**src/rtl/cudu_pkg.sv**
```systemverilog
// Shared definitions for the cudu sequential compute engine.
package cudu_pkg;

  typedef enum logic [2:0] {
    IDLE = 3'd0,
    DY3  = 3'd1,
    DYZ  = 3'd2,
    DX3  = 3'd3,
    SUB  = 3'd4,
    DONE = 3'd5
  } state_t;

  localparam int DIV3 = 3;

  // Edges from the accepting edge to the edge that raises done.
  function automatic int lat(input int ow);
    return 3 * ow + 4;
  endfunction

endpackage

```
**src/rtl/seq_divider.sv**
```systemverilog
// Restoring divider: first iteration on the go edge, result valid with
// div_done exactly OW cycles after go.
module seq_divider #(
  parameter int OW = 8
) (
  input  logic          clk,
  input  logic          rst,
  input  logic          go,
  input  logic [OW-1:0] dividend,
  input  logic [OW-1:0] divisor,
  output logic [OW-1:0] quotient,
  output logic          div_done,
  output logic          busy
);
  localparam int CW = $clog2(OW + 1);

  logic [OW-1:0] rem, q, dvs;
  logic [CW-1:0] cnt;
  logic          run;

  // One restoring step: shift in the next dividend bit, trial subtract.
  function automatic logic [2*OW-1:0] step(input logic [OW-1:0] r,
                                           input logic [OW-1:0] qq,
                                           input logic [OW-1:0] d);
    logic [OW:0] tr;
    tr = {r, qq[OW-1]} - {1'b0, d};
    if (!tr[OW]) return {tr[OW-1:0], qq[OW-2:0], 1'b1};
    else         return {r[OW-2:0], qq[OW-1], qq[OW-2:0], 1'b0};
  endfunction

  always_ff @(posedge clk or posedge rst) begin
    if (rst) begin
      rem <= '0;
      q   <= '0;
      dvs <= '0;
      cnt <= '0;
      run <= 1'b0;
    end else if (go) begin
      {rem, q} <= step('0, dividend, divisor);
      dvs      <= divisor;
      cnt      <= CW'(1);
      run      <= 1'b1;
    end else if (run) begin
      if (cnt == CW'(OW)) begin
        run <= 1'b0;
        cnt <= '0;
      end else begin
        {rem, q} <= step(rem, q, dvs);
        cnt      <= cnt + CW'(1);
      end
    end
  end

  assign quotient = q;
  assign div_done = run && (cnt == CW'(OW));
  assign busy     = run;

endmodule

```
**src/rtl/cudu_seq.sv**
```systemverilog
// Control FSM and datapath computing x = (2*xin)/3 - (yin/3)/(xin*xin)
// through one shared sequential divider.
module cudu_seq
  import cudu_pkg::*;
#(
  parameter int W   = 4,
  parameter int OW  = 2 * W,
  parameter int SAT = 0
) (
  input  logic          clk,
  input  logic          rst,
  input  logic          start,
  input  logic [W-1:0]  xin,
  input  logic [W-1:0]  yin,
  output logic          idle,
  output logic          busy,
  output logic          done,
  output logic [OW-1:0] x,
  output logic          div0,
  output logic          uflow
);
  localparam int CW = $clog2(OW + 1);

  state_t        state;
  logic [OW-1:0] xr, yr, zr, tr;
  logic [CW-1:0] cnt;
  logic          div0_r;
  logic          zero_z;

  logic          go, div_done, div_busy;
  logic [OW-1:0] dvd, dvs, quo;

  assign zero_z = (zr == '0);

  // Issue on the first cycle of a divide state; a zero z skips the
  // divider but DYZ still waits the same OW+1 cycles.
  always_comb begin
    dvd = yr;
    dvs = OW'(DIV3);
    go  = 1'b0;
    case (state)
      DY3: begin dvd = yr;      dvs = OW'(DIV3); go = (cnt == '0); end
      DYZ: begin dvd = yr;      dvs = zr;        go = (cnt == '0) && !zero_z; end
      DX3: begin dvd = xr << 1; dvs = OW'(DIV3); go = (cnt == '0); end
      default: ;
    endcase
    go = go && !div_busy;
  end

  seq_divider #(.OW(OW)) u_div (
    .clk      (clk),
    .rst      (rst),
    .go       (go),
    .dividend (dvd),
    .divisor  (dvs),
    .quotient (quo),
    .div_done (div_done),
    .busy     (div_busy)
  );

  always_ff @(posedge clk or posedge rst) begin
    if (rst) begin
      state  <= IDLE;
      xr     <= '0;
      yr     <= '0;
      zr     <= '0;
      tr     <= '0;
      cnt    <= '0;
      div0_r <= 1'b0;
      x      <= '0;
      div0   <= 1'b0;
      uflow  <= 1'b0;
    end else begin
      case (state)
        IDLE: if (start) begin
          xr     <= OW'(xin);
          yr     <= OW'(yin);
          zr     <= OW'(xin) * OW'(xin);
          div0_r <= 1'b0;
          cnt    <= '0;
          state  <= DY3;
        end
        DY3: begin
          cnt <= cnt + CW'(1);
          if (div_done) begin
            yr    <= quo;
            cnt   <= '0;
            state <= DYZ;
          end
        end
        DYZ: begin
          cnt <= cnt + CW'(1);
          if (zero_z ? (cnt == CW'(OW)) : div_done) begin
            yr     <= zero_z ? '0 : quo;
            div0_r <= zero_z;
            cnt    <= '0;
            state  <= DX3;
          end
        end
        DX3: begin
          cnt <= cnt + CW'(1);
          if (div_done) begin
            tr    <= quo;
            cnt   <= '0;
            state <= SUB;
          end
        end
        SUB: begin
          div0  <= div0_r;
          uflow <= (tr < yr);
          if (tr < yr && SAT != 0) x <= '0;
          else                     x <= tr - yr;
          state <= DONE;
        end
        DONE:    state <= IDLE;
        default: state <= IDLE;
      endcase
    end
  end

  assign idle = (state == IDLE);
  assign busy = (state != IDLE);
  assign done = (state == DONE);

endmodule

```
**config.mk**
```make
export PLATFORM = sky130hd
export DESIGN_NAME = cudu_seq
export DESIGN_NICKNAME = d
export VERILOG_FILES = /design/src/rtl/cudu_pkg.sv /design/src/rtl/seq_divider.sv /design/src/rtl/cudu_seq.sv
export SDC_FILE = /design/constraint.sdc
export NUM_CORES = 1
export LEC_CHECK = 0
export CAP_MARGIN = 25
export CORE_ASPECT_RATIO = 1.25
export CORE_MARGIN = 2
export CORE_UTILIZATION = 50
export DETAILED_ROUTE_END_ITERATION = 8
export GPL_ROUTABILITY_DRIVEN = 0
export GPL_TIMING_DRIVEN = 0
export PLACE_DENSITY = 0.71
export SETUP_SLACK_MARGIN = 0.3
export SYNTH_ARGS = -nofsm -noshare
export SYNTH_HDL_FRONTEND = slang
export SYNTH_SLANG_ARGS = --single-unit
```
**constraint.sdc**
```tcl
create_clock -name clk -period 3 [get_ports clk]
set_clock_uncertainty 0.15 [all_clocks]
set_input_delay 0.6 -clock clk [delete_from_list [all_inputs] [get_ports clk]]
set_output_delay 0.6 -clock clk [all_outputs]
set_load 0.02 [all_outputs]
```
==> results of run 1 <==
## what timing repair did
| action | 4_1_cts | 5_1_grt |
|---|---|---|
| setup buffers | 2 | 7 |
| pin swaps | 5 | 10 |
| gates cloned | 1 | 0 |
| setup endpoints to repair | 11 | 26 |
| gates resized for setup | 10 | 19 |
## kinds of logic (layout without fill, tap and decap cells)
logic type	count (synthesis)	after routing	share of synthesized area
AO/OA/AOI/OAI	112	112	0.183
adder cells (fa/ha/maj)	28	28	0.0880
AND/OR/NAND/NOR	142	142	0.160
XOR/XNOR	13	13	0.0269
multiplexers	25	25	0.0626
flip-flops	73	73	0.431
buffers and inverters	47	96	0.0487
## how the worst min path moves through the flow
stage	cells after the start	slack [ns]	from	end
after CTS	2	0.33	x[6]	x[6]
after detailed placement	2	0.32	x[6]	x[6]
final	2	0.33	x[6]	x[6]
after floorplan	2	0.29	u_div.dvs[1]	u_div.dvs[1]
after global placement	2	0.31	x[6]	x[6]
after global routing	2	0.36	x[6]	x[6]
## cell usage in the layout, fill, tap and decap left out, drive strengths merged, types with 9 or more instances in the layout
master,n
ha,25
buf,16
a21oi,14
nor2,25
o21a,9
nand2,60
clkdlybuf4s50,23
mux2i,13
nand3,12
clkbuf,22
mux2,12
inv,30
o21ai,40
dfrtp,73
## flip-flops by register name, indices dropped and copies added, names as in the netlist
name / count
tr: 8
yr: 8
u_div.rem: 8
div0: 1
div0_r: 1
u_div.busy: 1
cnt: 4
u_div.cnt: 4
x: 8
uflow: 1
xr: 3
zr: 7
u_div.dvs: 8
state: 3
u_div.quotient: 8
## routing by layer
metal	vias up	GRT usage	wire length, um	part of all wire
li1	1649	-	-	-
met5	-	0	0	0
met1	1679	0.264	4030	0.44
met3	13	0.0346	218	0.024
met4	0	0.0737	175	0.019
met2	51	0.376	4830	0.52
## worst max-delay path, cell delays in order, from the launching register on
cell and delay, ns:
dfrtp_1 0.41, inv_2 0.09, ha_4 0.14, inv_2 0.04, fa_2 0.36, a21oi_2 0.14, o211ai_1 0.15, a221oi_2 0.37
xnor2_2 0.19, clkbuf_8 0.21, mux2i_2 0.21, o21ai_1 0.08
## metrics by stage
stage | setup TNS [ns] | worst slack, ns | hold WS, ns | total power, mW
2_1_floorplan | 0 | 0.365 | 0.293 | 3.60
3_3_place_gp | -59.72 | -0.822 | 0.311 | 4.13
3_5_place_dp | -0.00738 | -0.00738 | 0.316 | 4.23
4_1_cts | 0 | 0.302 | 0.334 | 5.28
5_1_grt | 0 | 0.202 | 0.357 | 5.90
6_report | 0 | 0.318 | 0.328 | 5.45
## final cells by class
type	count	area [um2]	area share
Buffer	17	113	0.0226
Timing Repair Buffer	33	305	0.0612
Sequential cell	73	1830	0.366
Clock inverter	5	77.6	0.0155
Inverter	30	115	0.0231
Tap cell	97	121	0.0243
Multi-Input combinational cell	320	2280	0.457
Clock buffer	11	151	0.0303
## power groups by stage
stage               clock network, mW  logic (mW)  registers, mW
detailed placement                  0        2.55           1.68
finish                          0.883        2.88           1.69
CTS                             0.895        2.71           1.67
global route                    0.936        3.23           1.73
floorplan                           0        2.00           1.61
global placement                    0        2.46           1.67
==> flow_metrics.env, run 1 <==
export IMPL_setup_violations=0
export IMPL_initial_core_util=0.514
export IMPL_hold_path_class="reg2reg"
export IMPL_cts_htree_levels=3
export IMPL_core_area_um2=8240
export IMPL_clk_pin_slew_ns=0.08
export IMPL_intPower_mw=3.22
export IMPL_area_growth_pct=17.9
export IMPL_antenna_found_initial=0
export IMPL_synth_top_area_share=0.431
export IMPL_drt_iter0_drc=168
export IMPL_dp_hpwl_mm=6.61
export IMPL_r2r_end="u_div.rem[2]"
export IMPL_grt_pass1_wl_mm=15.7
export IMPL_drive_gt1_frac=0.155
export IMPL_finalCritPeriodShare=0.894
export IMPL_synth_most_common_cell="dfrtp_1"
export IMPL_ios=24
export IMPL_ctsLongestPathBuffers=2
export IMPL_clock_latency_ns=0.35
export IMPL_p_switching_mw=2.23
export IMPL_maxCapViolations=0
export IMPL_r2r_slack_ns=0.32
export IMPL_synth_cells=440
export IMPL_rr_worst_depth=11
export IMPL_fin_area_um2=4990
export IMPL_max_freq_ghz=0.373
export IMPL_synthDistinctLibCells=64
export IMPL_cts_tree="yes"
export IMPL_die_y_um=107
export IMPL_status="finished, final reports clean"
export IMPL_grt_max_degree=74
export IMPL_finalHoldViolCount=0
export IMPL_dp_cells=560
export IMPL_endpoint="u_div.rem[2]"
export IMPL_root_buffer="clkbuf_8"
export IMPL_n_antenna_cell=0
export IMPL_clock_sinks=73
export IMPL_ir_worst_vdd_mv=0.475
export IMPL_drc=0
export IMPL_numCtsBuffers=9
export IMPL_vias=3392
export IMPL_setup_worst_path_start_class="flop"
export IMPL_async_flop_share=1.00
export IMPL_holdBufCountCts=0
export IMPL_ys_ff_latch=73
export IMPL_design_die_area_um2=9230
export IMPL_fin_util=0.606
export IMPL_io_buffers=23
export IMPL_tightest_slew_ns=0.898
export IMPL_path_max_fanout=5
export IMPL_drt_total_wl_mm=9.25
export IMPL_num_fill_cells=715
export IMPL_power_leakage_nw=2.27
export IMPL_synth_common_cells="73 x dfrtp_1, 60 x nand2_1, 30 x o21ai_0"
export IMPL_netlist_top_cells_area="dfrtp_1 43%, ha_1 7.4%, nand2_1 5.3%"
export IMPL_ant_nets=0
export IMPL_synth_nets=479
export IMPL_grt_pass1_vias=3403
export IMPL_drt_vias_per_instance=5.79
export IMPL_synth_edff_count=0
export IMPL_swShare=0.408
export IMPL_powerDensity_nw_per_um2=1090
export IMPL_path_class="reg2reg"
export IMPL_power_frac_comb=0.528
export IMPL_nets=523
export IMPL_rows=37
export IMPL_finalMaxSlewViolations=0
export IMPL_placed_area_um2=4590
export IMPL_arrival_ns=2.74
export IMPL_synth_area_um2=4240
export IMPL_gr_total_overflow=0
export IMPL_synth_seq_area_share=0.431
export IMPL_synth_top_cell_by_area="dfrtp_1"
export IMPL_synth_area_per_cell_um2=9.63
export IMPL_maxSlewHeadroom=0.401
export IMPL_seqPwrFrac=0.310
export IMPL_grt_setup_unrepaired="yes"
export IMPL_ys_dominant_reg_cell="dfrtp_1"
export IMPL_first_pass_iters=4
export IMPL_period_minus_slack_ns=2.68
export IMPL_critPathRequiredTime_ns=3.05
export IMPL_clkPwrFrac=0.162
export IMPL_fin_cells=586
export IMPL_reg2reg_from="u_div.quotient[7]"
export IMPL_die_width_um=86.3
export IMPL_cp_end_kind="flop"
export IMPL_worstSetupStartpoint="u_div.quotient[7]"
export IMPL_wl_per_cell_um=15.8
export IMPL_synth_warnings=0
export IMPL_grtUsageTotal=0.214
Note: power is estimated with default switching activity, not from simulation.
==> inputs of run 2 (changes only) <==
--- a/config.mk
+++ b/config.mk
@@ -14,6 +14,8 @@
 export GPL_TIMING_DRIVEN = 0
 export PLACE_DENSITY = 0.71
 export SETUP_SLACK_MARGIN = 0.3
+export SKIP_CTS_REPAIR_TIMING = 1
+export SKIP_LAST_GASP = 1
 export SYNTH_ARGS = -nofsm -noshare
 export SYNTH_HDL_FRONTEND = slang
 export SYNTH_SLANG_ARGS = --single-unit
==> flow_metrics.env, run 2 (synthesized netlist as in run 1, its figures left out) <==
export IMPL_path_class="reg2reg"
export IMPL_grt_pass1_vias=3352
export IMPL_cp_end_kind="flop"
export IMPL_post_place_ws_ns=-0.00738
export IMPL_fin_ws_ns=0.321
export IMPL_die_y_um=107
export IMPL_drive_gt1_frac=0.151
export IMPL_clock_sinks=73
export IMPL_ctsLongestPathBuffers=2
export IMPL_core_area_um2=8240
export IMPL_initial_core_util=0.514
export IMPL_layout_commonest_cell="dfrtp_1"
export IMPL_die_width_um=86.3
export IMPL_gr_total_overflow=0
export IMPL_mostFrequentLayoutCells="73 x dfrtp_1, 60 x nand2_1, 28 x o21ai_0"
export IMPL_clock_latency_ns=0.35
export IMPL_power_leakage_nw=2.26
export IMPL_area_growth_pct=17.5
export IMPL_setup_worst_path_start_class="flop"
export IMPL_antenna_found_initial=0
export IMPL_cts_tree="yes"
export IMPL_fin_area_um2=4980
export IMPL_drt_total_wl_mm=9.20
export IMPL_design_die_area_um2=9230
export IMPL_placed_area_um2=4590
export IMPL_cts_htree_levels=3
export IMPL_dp_hpwl_mm=6.61
export IMPL_nets=523
export IMPL_tightest_slew_ns=0.900
export IMPL_vias=3371
export IMPL_period_minus_slack_ns=2.68
export IMPL_root_buffer="clkbuf_8"
export IMPL_powerDensity_nw_per_um2=1080
export IMPL_drt_vias_per_instance=5.75
export IMPL_grt_max_degree=74
export IMPL_hold_path_class="reg2reg"
export IMPL_finalMaxSlewViolations=0
export IMPL_rr_worst_depth=11
export IMPL_ant_nets=0
export IMPL_finalHoldViolCount=0
export IMPL_finalCritPeriodShare=0.893
export IMPL_wl_per_cell_um=15.7
export IMPL_grt_pass1_wl_mm=15.4
export IMPL_first_pass_iters=4
export IMPL_ir_worst_vdd_mv=0.474
export IMPL_path_max_fanout=5
export IMPL_io_buffers=23
export IMPL_ios=24
export IMPL_numCtsBuffers=9
export IMPL_grt_setup_unrepaired="yes"
export IMPL_arrival_ns=2.74
export IMPL_drt_iter0_drc=173
export IMPL_n_antenna_cell=0
export IMPL_status="finished, final reports clean"
export IMPL_rows=37
export IMPL_fin_total_pwr_mw=5.39
export IMPL_grtUsageTotal=0.211
export IMPL_setup_violations=0
export IMPL_clk_pin_slew_ns=0.08
export IMPL_maxSlewHeadroom=0.400
export IMPL_hold_depth=2
export IMPL_maxCapViolations=0
export IMPL_drc=0
export IMPL_critPathRequiredTime_ns=3.06
export IMPL_max_freq_ghz=0.373
-- run 2: area by class of cell --
| class | count | area [um2] |
|---|---|---|
| fill | 718 | 3260 |
| multi-input combinational | 320 | 2270 |
| sequential | 73 | 1830 |
| timing repair buffer | 33 | 305 |
| clock buffer | 11 | 151 |
| tap | 97 | 121 |
| inverter | 30 | 115 |
| buffer | 17 | 108 |
| clock inverter | 5 | 77.6 |
-- run 2: critical path, stage by stage (launching register included) --
cell      delay (ns)
dfrtp_1         0.42
inv_2           0.09
ha_4            0.14
inv_2           0.04
fa_2            0.41
a21oi_2         0.15
o211ai_1        0.13
a221oi_2        0.36
xnor2_2         0.19
buf_6           0.17
mux2i_1         0.20
o21ai_1         0.07
-- run 2: through the flow --
step | hold WS, ns | utilization | cells | setup TNS, ns
after global routing | 0.357 | 0.604 | 586 | 0
after detailed placement | 0.316 | 0.557 | 560 | -0.00738
final | 0.328 | 0.604 | 586 | 0
after CTS | 0.334 | 0.585 | 576 | -0.0155
after global placement | 0.311 | 0.557 | 560 | -59.72
after floorplan | 0.293 | - | 440 | 0
-- run 2: routing by layer --
metal  GRT usage  routed length [um]
met5           0                   0
met1       0.262                4030
met4      0.0759                 154
met2       0.366                4780
met3      0.0346                 234
-- run 2: final timing paths --
kind | start | to | slack, ns
setup / recovery | u_div.quotient[7] | u_div.rem[1] | 0.32
hold / removal | x[6] | x[6] | 0.33
setup reg to reg | u_div.quotient[7] | u_div.rem[1] | 0.32
hold reg to reg | x[6] | x[6] | 0.33
max in group asynchronous | rst | u_div.cnt[1] | 1.46
min in group asynchronous | rst | x[6] | 0.65
-- run 2: where the power goes --
group | total, mW | internal [mW] | switching (mW)
combinational | 2.82 | 1.32 | 1.50
sequential | 1.68 | 1.36 | 0.327
clock | 0.885 | 0.511 | 0.374
==> patch, RTL diff (config.mk and constraints of run 2) <==
`SAT`: 0 -> 1.
--- a/src/rtl/cudu_seq.sv
+++ b/src/rtl/cudu_seq.sv
@@ -6,5 +6,5 @@
   parameter int W   = 4,
   parameter int OW  = 2 * W,
-  parameter int SAT = 0
+  parameter int SAT = 1
 ) (
   input  logic          clk,
Check against the original RTL: same outputs for any inputs over 10 cycles, from zero or initial values and one cycle with rst high; that may be too few to reach the edited logic, so the function may still have changed.
==> patch against run 2 <==
- design area decreased by 1.9%
- worst setup slack improved by 0.096 ns
- hold slack about the same
- core utilization is 1.1 points lower
- synthesized area is essentially flat
- total power is 11% lower
- critical path depth decreased by 1
- die area barely moved
- routed wire length down 0.78%
- global-route usage rose by 0.38 points
- sequential cell count is the same
- critical endpoint is now u_div.rem[5]
==> patch: results <==
set metrics [dict create \
    dr.pass1.iters 4 \
    p_leak_nw 2.25 \
    port-buffer-count 23 \
    synth_commonest_cells "dfrtp_1, nand2_1, inv_1, o21ai_0, ha_1" \
    grt_use_total 0.214 \
    grt_pass1_wl_um 15400 \
    dpl.hpwl_um 6740 \
    synth_fp_nets 474 \
    worstSkewPairLatency_ns 0.35 \
    reg2reg_depth 10 \
    wl_met1_um 4010 \
    worstHoldPathCells 2 \
    fillers 718 \
    wl_um 9120 \
    status "complete, no violations" \
    hold_class "flip-flop to flip-flop" \
    final_cells 576 \
    wl_met2_um 4540 \
    sw_frac_of_total 0.408 \
    n_antenna_cell 0 \
    cts-root-buf "clkbuf_8" \
    relSlewSlack 0.600 \
    antenna_found_initial 0 \
    cts.path.max_buffers 2 \
    synthTopCellsByArea "dfrtp_1, ha_1, nand2_1" \
    drive_above_1_share 0.134 \
    via_per_inst 5.68 \
    synth_fa_ha_area_frac 0.0834 \
    yosysSeqAreaShare 0.432 \
    synth_xor_area_frac 0.0310 \
    synth.area.mux_share 0.0656 \
    crit_fanout 9 \
    grt_pass1_vias 3259 \
    ys_warn_count 0 \
    synth_compound_area_frac 0.189 \
    first_iter_violations 146 \
    peakVddDrop_mv 0.415 \
    grt_max_degree 48 \
    async_flop_share 1.00 \
    dr_wl_met3_um 301 \
    worstPathArrival_ns 2.67 \
    nets 512 \
    top_layer "met4" \
    synth.distinct_cells 65 \
    placed_cell_area_um2 4610 \
    htree_levels 3 \
    syn_area_per_cell_um2 9.71 \
    numCtsBuffers 9 \
    dpl.cell_count 557 \
]
patch: cells by family (layout without fill, tap and decap cells):
logic type	count (synthesis)	in the layout
and+or+nand+nor	132	132
AOI/OAI and AO/OA	114	114
DFF	73	73
buffers and inverters	49	92
adders and majority gates	27	27
muxes	26	26
xor gates and xnor gates	15	15
patch: metal layers:
layer  GRT usage  vias to the layer above
li1            -                     1613
met1       0.268                     1578
met2       0.352                       63
met3      0.0485                       16
met4       0.100                        0
met5           0                        -
patch: final timing paths:
kind	startpoint	end	slack [ns]
setup reg to reg	state[1]	u_div.rem[5]	0.42
hold / removal	u_div.dvs[5]	u_div.dvs[5]	0.33
min in group asynchronous	rst	zr[0]	0.43
setup / recovery	state[1]	u_div.rem[5]	0.42
hold reg to reg	u_div.dvs[5]	u_div.dvs[5]	0.33
max in group asynchronous	rst	u_div.quotient[7]	1.72
patch: cell type report:
class,instances,area (um^2),area share
well taps,97,121,0.0249
clock buffers,9,124,0.0254
repair buffers,27,285,0.0584
multi-input cells,314,2240,0.458
clock inverters,7,85.1,0.0174
flip-flops and latches,73,1830,0.374
inverters,34,130,0.0266
plain buffers,15,75.1,0.0154
patch: through the flow:
| step | hold slack [ns] | worst slack [ns] |
|---|---|---|
| floorplan | 0.299 | 0.397 |
| global placement | 0.317 | -0.830 |
| detailed placement | 0.321 | 0.204 |
| CTS | 0.337 | 0.0717 |
| global route | 0.359 | 0.298 |
| finish | 0.328 | 0.417 |
patch: power groups by stage:
stage               registers, mW  clock network [mW]  logic, mW
floorplan                    1.51                   0       1.81
global placement             1.59                   0       2.18
detailed placement           1.61                   0       2.26
CTS                          1.59               0.854       2.27
global route                 1.64               0.897       2.65
finish                       1.59               0.833       2.35
patch: worst max-delay path: stages, from the launching register on:
cell      delay, ns
dfrtp_1        0.36
buf_2          0.17
nand2b_1       0.19
nand2b_1       0.32
inv_2          0.13
ha_1           0.25
nor3b_2        0.17
a22oi_2        0.21
a211oi_2       0.09
a21o_1         0.17
a221o_1        0.25
